### src/rtl/water_level_pkg.sv
// Shared types and default constants for the water pump controller slice.
package water_level_pkg;

  // Width of the level code coming from the level indicator
  localparam int LEVEL_W = 3;

  // Default tuning
  localparam int DEF_STABLE_CYCLES  = 4;
  localparam int DEF_LOW_THRESH     = 1;
  localparam int DEF_HIGH_THRESH    = 6;
  localparam int DEF_MIN_ON_CYCLES  = 8;
  localparam int DEF_MIN_OFF_CYCLES = 4;
  localparam int DEF_FILL_TIMEOUT   = 32;

  // Controller state; the encoding is visible on state_o
  typedef enum logic [1:0] {
    ST_IDLE     = 2'b00,
    ST_FILLING  = 2'b01,
    ST_COOLDOWN = 2'b10,
    ST_FAULT    = 2'b11
  } state_e;

endpackage

### src/rtl/level_debouncer.sv
// Debounces the raw level code: a value must be seen on STABLE_CYCLES
// consecutive edges before it is published on level_q.
module level_debouncer #(
  parameter int LEVEL_W       = 3,
  parameter int STABLE_CYCLES = 4
) (
  input  logic               clk,
  input  logic               rst_n,
  input  logic [LEVEL_W-1:0] level_in,
  output logic [LEVEL_W-1:0] level_q,
  output logic               level_valid
);

  localparam int CNT_W = $clog2(STABLE_CYCLES + 1);
  localparam logic [CNT_W-1:0] CNT_MAX = CNT_W'(STABLE_CYCLES);

  logic [LEVEL_W-1:0] cand;
  logic [CNT_W-1:0]   cnt, cnt_nxt;

  // Next run length: restart at 1 on a new value, otherwise saturating count
  always_comb begin
    cnt_nxt = cnt;
    if (level_in != cand)    cnt_nxt = CNT_W'(1);
    else if (cnt != CNT_MAX) cnt_nxt = cnt + 1'b1;
  end

  // Track candidate and publish it once its run reaches STABLE_CYCLES
  always_ff @(posedge clk or negedge rst_n) begin
    if (!rst_n) begin
      cand        <= '0;
      cnt         <= '0;
      level_q     <= '0;
      level_valid <= 1'b0;
    end else begin
      cand <= level_in;
      cnt  <= cnt_nxt;
      // cand_next always equals level_in, so publish level_in directly
      if (cnt_nxt == CNT_MAX) begin
        level_q     <= level_in;
        level_valid <= 1'b1;
      end
    end
  end

endmodule

### src/rtl/water_pump_controller.sv
// Hysteresis pump controller: debounced level in, pump drive and dry-run
// alarm out, with minimum on/off times and a fill-progress timeout.
module water_pump_controller
  import water_level_pkg::*;
#(
  parameter int LEVEL_W        = water_level_pkg::LEVEL_W,
  parameter int STABLE_CYCLES  = DEF_STABLE_CYCLES,
  parameter int LOW_THRESH     = DEF_LOW_THRESH,
  parameter int HIGH_THRESH    = DEF_HIGH_THRESH,
  parameter int MIN_ON_CYCLES  = DEF_MIN_ON_CYCLES,
  parameter int MIN_OFF_CYCLES = DEF_MIN_OFF_CYCLES,
  parameter int FILL_TIMEOUT   = DEF_FILL_TIMEOUT
) (
  input  logic               clk,
  input  logic               rst_n,
  input  logic [LEVEL_W-1:0] level_in,
  input  logic               enable,
  output logic               pump_on,
  output logic               alarm,
  output logic [LEVEL_W-1:0] level_q,
  output logic               level_valid,
  output logic [1:0]         state_o
);

  localparam logic [1:0] S_IDLE     = 2'(ST_IDLE);
  localparam logic [1:0] S_FILLING  = 2'(ST_FILLING);
  localparam logic [1:0] S_COOLDOWN = 2'(ST_COOLDOWN);
  localparam logic [1:0] S_FAULT    = 2'(ST_FAULT);

  localparam int ON_W   = $clog2(MIN_ON_CYCLES + 1);
  localparam int OFF_W  = $clog2(MIN_OFF_CYCLES + 1);
  localparam int PROG_W = $clog2(FILL_TIMEOUT + 1);

  localparam logic [ON_W-1:0]    ON_MAX    = ON_W'(MIN_ON_CYCLES);
  localparam logic [ON_W-1:0]    ON_LAST   = ON_W'(MIN_ON_CYCLES - 1);
  localparam logic [OFF_W-1:0]   OFF_MAX   = OFF_W'(MIN_OFF_CYCLES);
  localparam logic [OFF_W-1:0]   OFF_LAST  = OFF_W'(MIN_OFF_CYCLES - 1);
  localparam logic [PROG_W-1:0]  PROG_MAX  = PROG_W'(FILL_TIMEOUT);
  localparam logic [PROG_W-1:0]  PROG_LAST = PROG_W'(FILL_TIMEOUT - 1);
  localparam logic [LEVEL_W-1:0] LOW_L     = LEVEL_W'(LOW_THRESH);
  localparam logic [LEVEL_W-1:0] HIGH_L    = LEVEL_W'(HIGH_THRESH);

  logic [1:0]         state;
  logic [ON_W-1:0]    on_cnt;
  logic [OFF_W-1:0]   off_cnt;
  logic [PROG_W-1:0]  prog_cnt;
  logic [LEVEL_W-1:0] max_lvl;
  logic               rising;

  level_debouncer #(
    .LEVEL_W       (LEVEL_W),
    .STABLE_CYCLES (STABLE_CYCLES)
  ) u_deb (
    .clk         (clk),
    .rst_n       (rst_n),
    .level_in    (level_in),
    .level_q     (level_q),
    .level_valid (level_valid)
  );

  // Fill progress means the debounced level beat the best seen this fill
  assign rising = (level_q > max_lvl);

  // Pump state machine with its on/off/progress timers
  always_ff @(posedge clk or negedge rst_n) begin
    if (!rst_n) begin
      state    <= S_IDLE;
      on_cnt   <= '0;
      off_cnt  <= '0;
      prog_cnt <= '0;
      max_lvl  <= '0;
    end else begin
      case (state)
        S_IDLE: begin
          if (enable && level_valid && level_q <= LOW_L) begin
            state    <= S_FILLING;
            on_cnt   <= '0;
            prog_cnt <= '0;
            max_lvl  <= level_q;
          end
        end
        S_FILLING: begin
          if (on_cnt != ON_MAX) on_cnt <= on_cnt + 1'b1;
          if (rising) begin
            max_lvl  <= level_q;
            prog_cnt <= '0;
          end else if (prog_cnt != PROG_MAX) begin
            prog_cnt <= prog_cnt + 1'b1;
          end
          // Disable wins over everything, including the minimum on time
          if (!enable) begin
            state   <= S_COOLDOWN;
            off_cnt <= '0;
          end else if (!rising && prog_cnt == PROG_LAST) begin
            state <= S_FAULT;
          end else if (level_q >= HIGH_L && on_cnt >= ON_LAST) begin
            state   <= S_COOLDOWN;
            off_cnt <= '0;
          end
        end
        S_COOLDOWN: begin
          if (off_cnt != OFF_MAX) off_cnt <= off_cnt + 1'b1;
          if (off_cnt >= OFF_LAST) state <= S_IDLE;
        end
        default: begin
          // Latched until the operator drops enable
          if (!enable) state <= S_IDLE;
        end
      endcase
    end
  end

  assign pump_on = (state == S_FILLING);
  assign alarm   = (state == S_FAULT);
  assign state_o = state;

endmodule
### config.mk
export PLATFORM = sky130hd
export DESIGN_NAME = water_pump_controller
export DESIGN_NICKNAME = d
export VERILOG_FILES = /design/src/rtl/water_level_pkg.sv /design/src/rtl/level_debouncer.sv /design/src/rtl/water_pump_controller.sv
export SDC_FILE = /design/constraint.sdc
export NUM_CORES = 1
export LEC_CHECK = 0
export BUFFER_PORTS_ARGS = -buffer_cell sky130_fd_sc_hd__buf_2
export CORE_MARGIN = 3
export CORE_UTILIZATION = 40
export DETAILED_ROUTE_END_ITERATION = 10
export GPL_TIMING_DRIVEN = 0
export PLACE_DENSITY = 0.68
export SKIP_CTS_REPAIR_TIMING = 1
export SLEW_MARGIN = 20
export SYNTH_ARGS = -nofsm -noshare
export SYNTH_HDL_FRONTEND = slang
export SYNTH_HIERARCHICAL = 1
export SYNTH_SLANG_ARGS = --single-unit
### constraint.sdc
create_clock -name clk -period 5.5 [get_ports clk]
set_clock_uncertainty 0.05 [all_clocks]
set_input_delay 0.275 -clock clk [delete_from_list [all_inputs] [get_ports clk]]
set_output_delay 0.275 -clock clk [all_outputs]
set_load 0.02 [all_outputs]
==> results.sh <==
export IMPL_yosysWarningCount=6
export IMPL_synth_cell_types=44
export IMPL_endpoint_kind="flop"
export IMPL_cts_buffers=3
export IMPL_crit_fanout=6
export IMPL_power_frac_clock_pct=20.4
export IMPL_status="finished clean"
export IMPL_drv_cap=0
export IMPL_period_minus_slack_ps=2050
export IMPL_clkTransAtPathRegs_ps=100
export IMPL_ys_seq_area_share_pct=44.8
export IMPL_ys_ff_latch=28
export IMPL_wl_per_cell_um=14.1
export IMPL_dr_pass1_iters=4
export IMPL_startpoint_type="flop"
export IMPL_port_buffers=13
export IMPL_syn_area_sq_mm=0.00156
export IMPL_start_util_pct=42.1
export IMPL_post_drt_via_cell_ratio=5.34
export IMPL_drive_gt1_share_pct=18.7
export IMPL_chipHeight_um=68.5
export IMPL_clkSinkCount=28
export IMPL_syn_mean_instance_area_sq_um=10.2
export IMPL_seq_power_share_pct=40.9
export IMPL_die_area_sq_mm=0.00470
export IMPL_num_io_pins=14
export IMPL_first_iter_violations=49
export IMPL_track_usage_pct=15.7
export IMPL_slew_headroom_pct=58.4
export IMPL_clockRootBuffer="clkbuf_8"
export IMPL_grt_pass1_vias=1231
export IMPL_clk_path_buf_depth=2
export IMPL_finalSetupViolCount=0
export IMPL_p_comb_share_pct=38.8
export IMPL_fin_hold_ws_ps=79.0
export IMPL_p_sw_mw=0.301
export IMPL_p_sw_share_pct=38.1
export IMPL_criticalPathCategory="reg2reg"
export IMPL_synth_main_ff_cell="dfrtp_1"
export IMPL_grt_pass1_wl_um=5480
export IMPL_antenna_found_initial=0
export IMPL_post_synth_top_count_cell="dfrtp_1"
export IMPL_nets=190
export IMPL_yosysTopAreaCellShare_pct=44.8
export IMPL_rsz0062_at_grt="no"
export IMPL_post_route_util_pct=47.6
export IMPL_tightest_slew_ps=625
export IMPL_async_reset_ff_share_pct=100
export IMPL_period_share_pct=37.4
export IMPL_pwr_density_cell_mw_per_mm2=446
export IMPL_die_width_um=68.5
export IMPL_irDropWorstVdd_uv=151
export IMPL_final_antenna_net_count=0
export IMPL_fin_setup_tns_ps=0
export IMPL_vias=1170
export IMPL_hp_class="in2reg"
export IMPL_coreArea_sq_mm=0.00372
export IMPL_critPathArrivalTime_ps=2170
export IMPL_fp_row_count=22
export IMPL_antenna_cells=0
export IMPL_yosys_top_cells_count="dfrtp_1 (28), inv_1 (18), ha_1 (12)"
export IMPL_hpwl_um=2350
export IMPL_r2r_start="u_deb/level_q[1]"
export IMPL_synth_area_leaders="dfrtp_1 (45%), ha_1 (9.6%), inv_1 (4.3%), a21oi_1 (2.9%), o21ai_0 (2.9%)"
export IMPL_total_power_mw=0.790
export IMPL_hp_start="level_in[1]"
export IMPL_syn_inst=153
export IMPL_syn_to_final_growth_pct=13.2
export IMPL_syn_nets=171
export IMPL_synth_largest_area_cell="dfrtp_1"
export IMPL_max_freq_ghz=0.487
export IMPL_leakage_nw=0.840
export IMPL_cts_max_level=1
export IMPL_cts_tree="built"
export IMPL_grt_max_degree=29
export IMPL_worstSkewPairLatency_ps=280
export IMPL_wirelength_um=3080
export IMPL_p_int_mw=0.489
export IMPL_remaining_drc_errors=0
export IMPL_synth_edf_count=0
export IMPL_crit_required_ps=5610
export IMPL_gr_total_overflow=0
export IMPL_crit_path_start="u_deb/level_q[1]"
export IMPL_globalplace_congestion=0.856
export IMPL_hold_violations=0
export IMPL_maxSlewViolCount=0
==> cell type report <==
type                       instances  area [sq um]
buffer                             1          3.75
clock buffer                       3          41.3
clock inverter                     1          30.0
fill                             370          1950
inverter                          18          67.6
multi-input combinational        106           792
sequential                        28           701
tap                               48          60.1
timing repair buffer              14          75.1
==> layer usage <==
layer	routed length (um)	GRT usage (%)
met1	1330	17.8
met2	1640	29.2
met3	85	3.89
met4	18	3.72
met5	0	0
==> worst max-delay path, cell delays in order (launching register included) <==
cell and delay (ps):
dfrtp_1 460, ha_1 360, a211o_4 370, a21o_2 230
nand2_1 130, mux2_2 340
==> registers in the layout, indices dropped and copies added, names as in the netlist <==
register	cells
u_deb/cand	3
u_deb/cnt	3
max_lvl	3
u_deb/level_valid	1
on_cnt	4
prog_cnt	6
off_cnt	3
u_deb/level_q	3
state_o	2
==> logic make-up (layout without fill, tap and decap cells) <==
group           count (synthesis)  after routing  share of synthesized area, %
compound gates                 42             42                          20.0
xor+xnor                        4              4                          2.24
fa+ha+maj                      12             12                          9.60
buf+inv                        19             37                          4.56
flops                          28             28                          44.8
mux                             6              6                          4.24
simple gates                   42             42                          14.6
==> per-stage QoR <==
| stage | cells | instance area [sq um] | worst slack (ps) |
|---|---|---|---|
| after global routing | 219 | 1770 | 3340 |
| after floorplan | 153 | 1560 | 3510 |
| after CTS | 218 | 1760 | 3430 |
| after detailed placement | 214 | 1690 | 3460 |
| after global placement | 214 | 1690 | 3510 |
| final | 219 | 1770 | 3450 |
==> power groups by stage <==
stage          Sequential, mW  Combinational (mW)  Clock (mW)
3_5_place_dp            0.325               0.306           0
3_3_place_gp            0.320               0.288           0
6_report                0.323               0.306       0.161
4_1_cts                 0.322               0.309       0.167
2_1_floorplan           0.321               0.229           0
5_1_grt                 0.332               0.350       0.176
==> final timing paths <==
| path | to | slack, ps | cells past startpoint |
|---|---|---|---|
| setup / recovery | max_lvl[2] | 3450 | 5 |
| hold / removal | u_deb/cand[1] | 80 | 1 |
| setup reg to reg | max_lvl[2] | 3450 | 5 |
| hold reg to reg | u_deb/level_valid | 450 | 1 |
| max in group asynchronous | u_deb/cand[0] | 4510 | 2 |
| min in group asynchronous | prog_cnt[3] | 480 | 2 |
==> layout by cell type, fill, tap and decap left out, types with 4 or more instances in the layout <==
cell type	instances
a21oi_1	9
dfrtp_1	28
buf_2	13
o21ai_0	9
nand3_1	7
ha_1	12
inv_1	18
nor3_1	4
nor2_1	8
nand2_1	9
Note: power is estimated with default switching activity, not from simulation.
